===== config.mk =====
export PLATFORM = sky130hd
export DESIGN_NAME = lfsr_note_bank
export DESIGN_NICKNAME = d
export VERILOG_FILES = /design/src/rtl/lfsr_note_bank.sv
export SDC_FILE = /design/constraint.sdc
export NUM_CORES = 1
export LEC_CHECK = 0
export ABC_AREA = 1
export CORE_ASPECT_RATIO = 1.1
export CORE_MARGIN = 2
export CORE_UTILIZATION = 52
export CTS_CLUSTER_DIAMETER = 100
export DETAILED_ROUTE_END_ITERATION = 7
export GPL_TIMING_DRIVEN = 1
export HOLD_SLACK_MARGIN = 0.12
export PLACE_DENSITY = 0.93
export SYNTH_ARGS = -nofsm -noshare
export SYNTH_HDL_FRONTEND = slang
export SYNTH_SLANG_ARGS = --single-unit

===== constraint.sdc =====
create_clock -name clk -period 2.55 [get_ports clk]
set_input_delay 0.6375 -clock clk [delete_from_list [all_inputs] [get_ports clk]]
set_output_delay 0.6375 -clock clk [all_outputs]
set_load 0.05 [all_outputs]

===== src/rtl/lfsr_note_bank.sv =====
// Three independent Fibonacci LFSR channels with per-channel enable and a
// registered wrap pulse. Optional zero-state recovery: LFSR_LOCKUP_RECOVER_EN.
module lfsr_note_bank #(
    parameter int               WIDTH = 8,
    parameter logic [WIDTH-1:0] SEED1 = 8'h01,
    parameter logic [WIDTH-1:0] SEED2 = 8'h5A,
    parameter logic [WIDTH-1:0] SEED3 = 8'hC3,
    parameter logic [WIDTH-1:0] TAPS1 = 8'hB8,
    parameter logic [WIDTH-1:0] TAPS2 = 8'h8E,
    parameter logic [WIDTH-1:0] TAPS3 = 8'hFA
) (
    input  logic             clk,
    input  logic             reset_n,
    input  logic [2:0]       en,
    output logic [WIDTH-1:0] lfsr1,
    output logic [WIDTH-1:0] lfsr2,
    output logic [WIDTH-1:0] lfsr3,
    output logic [2:0]       wrap
);

    // Per-channel constants packed so the generate loop can slice them by index.
    localparam logic [3*WIDTH-1:0] SEED_ALL = {SEED3, SEED2, SEED1};
    localparam logic [3*WIDTH-1:0] TAPS_ALL = {TAPS3, TAPS2, TAPS1};

    logic [3*WIDTH-1:0] state_all;

    generate
        for (genvar gi = 0; gi < 3; gi++) begin : ch_g
            localparam logic [WIDTH-1:0] SEED = SEED_ALL[gi*WIDTH +: WIDTH];
            localparam logic [WIDTH-1:0] TAPS = TAPS_ALL[gi*WIDTH +: WIDTH];

            logic [WIDTH-1:0] state_reg;
            logic [WIDTH-1:0] state_next;
            logic             wrap_reg;
            logic             lockup;

            always_comb begin
                state_next = {state_reg[WIDTH-2:0], ^(state_reg & TAPS)};
            end

`ifdef LFSR_LOCKUP_RECOVER_EN
            assign lockup = (state_reg == '0);
`else
            assign lockup = 1'b0;
`endif

            // A lockup reload is not a sequence wrap, so it never pulses wrap.
            always_ff @(posedge clk or negedge reset_n) begin
                if (!reset_n) begin
                    state_reg <= SEED;
                    wrap_reg  <= 1'b0;
                end else if (lockup) begin
                    state_reg <= SEED;
                    wrap_reg  <= 1'b0;
                end else if (en[gi]) begin
                    state_reg <= state_next;
                    wrap_reg  <= (state_next == SEED);
                end else begin
                    wrap_reg  <= 1'b0;
                end
            end

            assign state_all[gi*WIDTH +: WIDTH] = state_reg;
            assign wrap[gi]                     = wrap_reg;
        end
    endgenerate

    assign lfsr1 = state_all[0*WIDTH +: WIDTH];
    assign lfsr2 = state_all[1*WIDTH +: WIDTH];
    assign lfsr3 = state_all[2*WIDTH +: WIDTH];

endmodule


==> load_flow_metrics.sql, run 1 <==
INSERT INTO impl_metrics (metric_group, metric, value, unit) VALUES
('clocking', 'clock_sinks', '27', ''),
('route', 'routed_wirelength', '2261', 'um'),
('critical_path', 'timing.critical_path.arrival', '1750', 'ps'),
('outcome', 'status', 'finished clean', ''),
('sta', 'setup-tns-final', '0', 'ps'),
('critical_path', 'timing.rr.end', 'lfsr3[0]', ''),
('sta', 'hold_viol_final', '0', ''),
('placed_design', 'gp_routability_congestion', '0.8289', ''),
('power_and_ir_drop', 'post_layout_power', '1.843', 'mW'),
('layout', 'drive_gt1_share', '8.824', '%'),
('route', 'avgViaCountPerCell', '4.771', ''),
('sta', 'timing.fmax', '0.4194', 'GHz'),
('clocking', 'worst_setup_hold_path_clk_slew', '150', 'ps'),
('synth', 'synth-edff-count', '0', ''),
('floorplan', 'design.die.area', '3054', 'um^2'),
('clocking', 'cts.hold.buffers_added', '0', ''),
('critical_path', 'reg2reg_setup_slack', '1320', 'ps'),
('synth', 'synth.ff_latch_count', '27', ''),
('layout', 'syn_to_final_growth', '14.10', '%'),
('critical_path', 'setup.worst_path.class', 'register to output pin', ''),
('critical_path', 'cp_max_fanout', '5', ''),
('route', 'post_drt_wl_per_cell', '11.25', 'um'),
('placed_design', 'detailed_place.area', '1529', 'um^2'),
('route', 'post_route_met1_wirelength', '1042', 'um'),
('critical_path', 'worstPathBufferInverterCount', '1', ''),
('worst_hold_path', 'worst_hold_path_type', 'register to register', ''),
('grt', 'number_of_antenna_violations_at_the_first_check_in_global_routing', '0', ''),
('worst_hold_path', 'hold_path.startpoint', 'lfsr3[0]', ''),
('clocking', 'cts.root.buffer_cell', 'clkbuf_4', ''),
('route', 'first_iter_violations', '23', ''),
('synth', 'synth.cells.most_frequent', 'nand2_1, buf_4, dfrtp_1, o21ai_0, inv_1', ''),
('worst_hold_path', 'min_to', 'lfsr3[0]', ''),
('clocking', 'cts-root-to-sink-buffers', '2', ''),
('power_and_ir_drop', 'peakVddDrop', '0.0007199', 'V'),
('synth', 'leading_area_contributor_after_synthesis', 'dfrtp_1', ''),
('sta', 'timing_worst_slew_pin_value', '509.1', 'ps'),
('placed_design', 'io_buffers', '31', ''),
('layout', 'antenna_cells', '0', ''),
('critical_path', 'crit_path_end_kind', 'output pin', ''),
('synth', 'synth.avg_cell_area', '8.486', 'um^2'),
('synth', 'post-synth-top-count-cell', 'nand2_1', ''),
('critical_path', 'reg2reg_from', 'lfsr3[1]', ''),
('synth', 'yosysWarningCount', '0', ''),
('synth', 'number_of_different_library_cells_in_the_post_synthesis_netlist', '18', ''),
('sta', 'slew_violations', '0', ''),
('clocking', 'cts.htree.levels', '1', ''),
('placed_design', 'place_worst_setup_slack', '542.6', 'ps'),
('sta', 'timing.max_slew.rel_slack', '65.95', '%'),
('critical_path', 'ff2ff_path_depth', '8', ''),
('grt', 'grt_max_degree', '28', ''),
('route', 'detailroute.via_count', '959', ''),
('critical_path', 'timing.critical_path.from_type', 'register', ''),
('route', 'topRoutingLayerUsed', 'met4', ''),
('route', 'dr_wl_met2', '1094', 'um'),
('layout', 'nFillCells', '218', ''),
('sta', 'period_share', '93.50', '%'),
('synth', 'synth_ff_type', 'dfrtp_1', ''),
('sta', 'setup_viol', '0', ''),
('worst_hold_path', 'hold_depth', '2', ''),
('clocking', 'post_cts_resize_count', '0', ''),
('floorplan', 'core_region_area', '2496', 'um^2'),
('route', 'dr_wl_met3', '106', 'um'),
('sta', 'grt_setup_unrepaired', 'no', ''),
('job', 'max_cap_violations', '0', ''),
('critical_path', 'cp_num_cells', '1', ''),
('grt', 'grt_resource_usage_total', '16.80', '%'),
('floorplan', 'die-width', '52.88', 'um'),
('synth', 'synth_cells', '161', ''),
('sta', 'period_minus_slack', '2384', 'ps'),
('layout', 'finish.instance_area', '1559', 'um^2'),
('route', 'ant_nets', '0', '');
==> logic make-up after synthesis <==
kind of cell,synth area share [%]
and+or+nand+nor,17.67
DFF,50.27
xor gates and xnor gates,3.846
buffers and inverters,19.41
AOI/OAI and AO/OA,8.792
==> metal layers <==
layer	vias to the layer above	GRT usage, %
li1	490	-
met2	25	26.61
met4	0	8.059
met1	442	21.99
met3	2	3.351
met5	-	0
==> per-stage QoR <==
stage / utilization, % / cells
finish: 62.46 / 201
detailed placement: 61.25 / 197
global route: 62.46 / 201
floorplan: - / 161
CTS: 62.46 / 201
global placement: 61.25 / 197
==> cells in the final DEF, fill, tap and decap left out <==
master and count:
nand2_1 41, clkdlybuf4s50_1 31, o21ai_0 18, dfrtp_1 18
inv_1 17, dfstp_2 9, nor2_1 7, a21oi_1 6
xnor2_1 4, nand3_1 3, nor3_1 3, clkbuf_4 3
nand4_1 2, xor2_1 2, nand2b_1 2, buf_4 2
nor2b_1 1, clkinvlp_4 1
==> worst max path at each step <==
stage,slack (ps),end,startpoint
after floorplan,1180,lfsr2[3],lfsr2[3]
after global placement,560,lfsr2[3],lfsr2[3]
after detailed placement,540,lfsr2[3],lfsr2[3]
after CTS,160,lfsr2[3],lfsr2[3]
after global routing,110,lfsr2[3],lfsr2[3]
final,170,lfsr2[3],lfsr2[3]
==> cell type report <==
type	count	area (um^2)	share of cell area [%]
tap	31	38.79	2.488
inverter	17	63.81	4.093
clock buffer	3	22.52	1.445
clock inverter	1	7.507	0.4815
sequential	27	686.9	44.06
multi-input combinational	89	414.1	26.56
timing repair buffer	33	325.3	20.87
==> power breakdown <==
part | internal [mW] | total [mW] | switching (mW) | leakage, nW
clock network | 0.0599 | 0.187 | 0.127 | 0.0139
registers | 0.574 | 0.692 | 0.117 | 0.325
logic | 0.318 | 0.964 | 0.646 | 0.357
total | 0.952 | 1.84 | 0.891 | 0.697
Note: power is estimated with default switching activity, not from simulation.
==> run 2, diff against run 1 <==
- ABC_CLOCK_PERIOD_IN_PS: default -> 2800
- CORE_MARGIN: 2 -> default
- clock period: 2.55 -> 2.8 ns (I/O delays scaled with it)
==> run 2 against run 1 <==
Against the previous run:
- critical path depth is the same
- sequential cell count is the same
- worst hold slack gained 1.9 ps
- design area shrank 0.48%
- sequential share of layout area grew 0.21 points
- combinational power shrank 8.7%
- largest cell class unchanged
- register-to-register slack gained 280 ps
- core utilization shrank 0.30 points
- global-route usage grew 1.6 points
- worst setup slack gained 200 ps
- clock skew shrank 7.8 ps
- first-iteration DRC count shrank 35%
==> load_flow_metrics.sql, run 2 (same netlist as run 1, synthesis figures left out) <==
INSERT INTO impl_metrics (metric_group, metric, value, unit) VALUES
('placed_design', 'placedCellCount', '196', ''),
('job', 'max_cap_violations', '0', ''),
('clocking', 'cts.hold.buffers_added', '0', ''),
('power_and_ir_drop', 'leakage', '0.6920', 'nW'),
('floorplan', 'core_region_area', '2496', 'um^2'),
('clocking', 'cts.root.buffer_cell', 'clkbuf_4', ''),
('critical_path', 'timing.critical_path.from_type', 'register', ''),
('floorplan', 'pin_count', '32', ''),
('grt', 'grt_max_degree', '28', ''),
('clocking', 'post_cts_resize_count', '0', ''),
('clocking', 'clock_sinks', '27', ''),
('route', 'post_drt_wl_per_cell', '11.28', 'um'),
('critical_path', 'cp_max_fanout', '5', ''),
('worst_hold_path', 'hold_path.startpoint', 'lfsr3[0]', ''),
('placed_design', 'detailed_place.area', '1521', 'um^2'),
('grt', 'grt_overflow_total', '0', ''),
('floorplan', 'rows', '19', ''),
('placed_design', 'io_buffers', '31', ''),
('outcome', 'status', 'finished clean', ''),
('clocking', 'clk_lat_worst_skew', '320', 'ps'),
('clocking', 'cts-root-to-sink-buffers', '2', ''),
('clocking', 'post_cts_buffers', '0', ''),
('route', 'drc', '0', ''),
('critical_path', 'worst-endpoint-required', '2100', 'ps'),
('sta', 'period_share', '86.96', '%'),
('sta', 'grt_setup_unrepaired', 'no', ''),
('layout', 'drive_gt1_share', '8.284', '%'),
('sta', 'timing.fmax', '0.4107', 'GHz'),
('grt', 'vias_in_the_first_global_route', '938', ''),
('worst_hold_path', 'hold_depth', '2', ''),
('sta', 'timing.max_slew.rel_slack', '65.65', '%'),
('power_and_ir_drop', 'peakVddDrop', '0.0006835', 'V'),
('critical_path', 'critical_path.max_stage_delay', '810', 'ps'),
('layout', 'finish.net_count', '175', ''),
('layout', 'mostFrequentLayoutCell', 'nand2_1', ''),
('grt', 'grt_resource_usage_total', '18.43', '%'),
('critical_path', 'timing.critical_path.from', 'lfsr2[3]', ''),
('grt', 'grt_pass1_wl', '3960', 'um'),
('sta', 'slew_violations', '0', ''),
('critical_path', 'critical-path-top-delay-family', 'buffers and inverters', ''),
('clocking', 'worst_setup_hold_path_clk_slew', '150', 'ps'),
('sta', 'timing_worst_slew_pin_value', '513.7', 'ps'),
('worst_hold_path', 'worst_hold_path_type', 'register to register', ''),
('critical_path', 'timing.rr.end', 'lfsr3[0]', ''),
('power_and_ir_drop', 'cellPowerDensity', '1082', 'nW/um^2'),
('critical_path', 'setup.worst_path.class', 'register to output pin', ''),
('grt', 'number_of_antenna_violations_at_the_first_check_in_global_routing', '0', ''),
('critical_path', 'worstPathBufferInverterCount', '1', ''),
('route', 'detailroute.via_count', '983', ''),
('placed_design', 'dp_hpwl', '1712', 'um'),
('clocking', 'cts.htree.levels', '1', ''),
('layout', 'syn_to_final_growth', '13.55', '%'),
('layout', 'finish.utilization', '62.16', '%'),
('route', 'first_drt_pass_iteration_count', '4', ''),
('sta', 'clock_skew', '6.712', 'ps'),
('route', 'routed_wirelength', '2255', 'um'),
('sta', 'setup-tns-final', '0', 'ps'),
('sta', 'hold_ws', '490.7', 'ps'),
('critical_path', 'crit_path_end_kind', 'output pin', ''),
('layout', 'antenna_cells', '0', ''),
('clocking', 'cts_tree', 'done', ''),
('route', 'ant_nets', '0', ''),
('critical_path', 'reg2reg_setup_slack', '1600', 'ps'),
('sta', 'period_minus_slack', '2435', 'ps'),
('critical_path', 'reg2reg_from', 'lfsr3[1]', ''),
('floorplan', 'initial_utilization', '54.74', '%'),
('clocking', 'tritoncts.num_buffers', '3', ''),
('critical_path', 'timing.critical_path.arrival', '1730', 'ps'),
('sta', 'hold_viol_final', '0', ''),
('layout', 'finish.instance_area', '1551', 'um^2'),
('floorplan', 'design.die.area', '2837', 'um^2'),
('placed_design', 'gp_routability_congestion', '0.8488', ''),
('critical_path', 'cp_num_cells', '1', ''),
('critical_path', 'timing.critical_path.to', 'lfsr2[3]', ''),
('critical_path', 'ff2ff_path_depth', '8', ''),
('critical_path', 'critPathSlowestCell', 'clkdlybuf4s50_1', ''),
('layout', 'nFillCells', '225', ''),
('layout', 'most-common-layout-cells', 'nand2_1, clkdlybuf4s50_1, o21ai_0, dfrtp_1, inv_1', ''),
('sta', 'setup_viol', '0', ''),
('floorplan', 'die-width', '50.88', 'um'),
('route', 'avgViaCountPerCell', '4.915', ''),
('route', 'first_iter_violations', '15', ''),
('layout', 'final_cells', '200', ''),
('floorplan', 'dieHeight', '55.76', 'um'),
('critical_path', 'crit_chain', 'clkdlybuf4s50_1', '');
run 2: changes by cell type in the layout (fill, tap and decap cells not counted), sizes merged:
cell	delta
buf	-1
run 2: layer usage:
metal	global-route usage, %	share of wire [%]
met1	23.85	45
met2	30.10	50
met3	3.279	3.5
met4	7.937	0.75
met5	0	0
run 2: metrics by stage:
stage                     total power, mW  setup slack [ps]
final                               1.679             365.2
after floorplan                     1.372              1363
after CTS                           1.691             349.5
after global placement              1.490             749.1
after global routing                1.787             301.6
after detailed placement            1.520             733.9
run 2: area by class of cell:
cell class | instances | area (um^2) | share of cell area, %
Clock buffer | 3 | 22.52 | 1.452
Clock inverter | 1 | 7.507 | 0.4839
Inverter | 17 | 63.81 | 4.113
Multi-Input combinational cell | 89 | 414.1 | 26.69
Sequential cell | 27 | 686.9 | 44.27
Tap cell | 31 | 38.79 | 2.500
Timing Repair Buffer | 32 | 317.8 | 20.48
run 2: how the worst min path moves through the flow:
| stage | end | slack (ps) |
|---|---|---|
| 2_1_floorplan | ch_g[0].wrap_reg | 400 |
| 4_1_cts | lfsr3[0] | 500 |
| 6_report | lfsr3[0] | 490 |
| 3_5_place_dp | lfsr3[0] | 480 |
| 3_3_place_gp | lfsr3[0] | 470 |
| 5_1_grt | lfsr3[0] | 520 |
run 2: where the power goes:
group / internal (mW) / switching (mW)
clock network: 0.0546 / 0.114
registers: 0.523 / 0.107
logic: 0.289 / 0.592
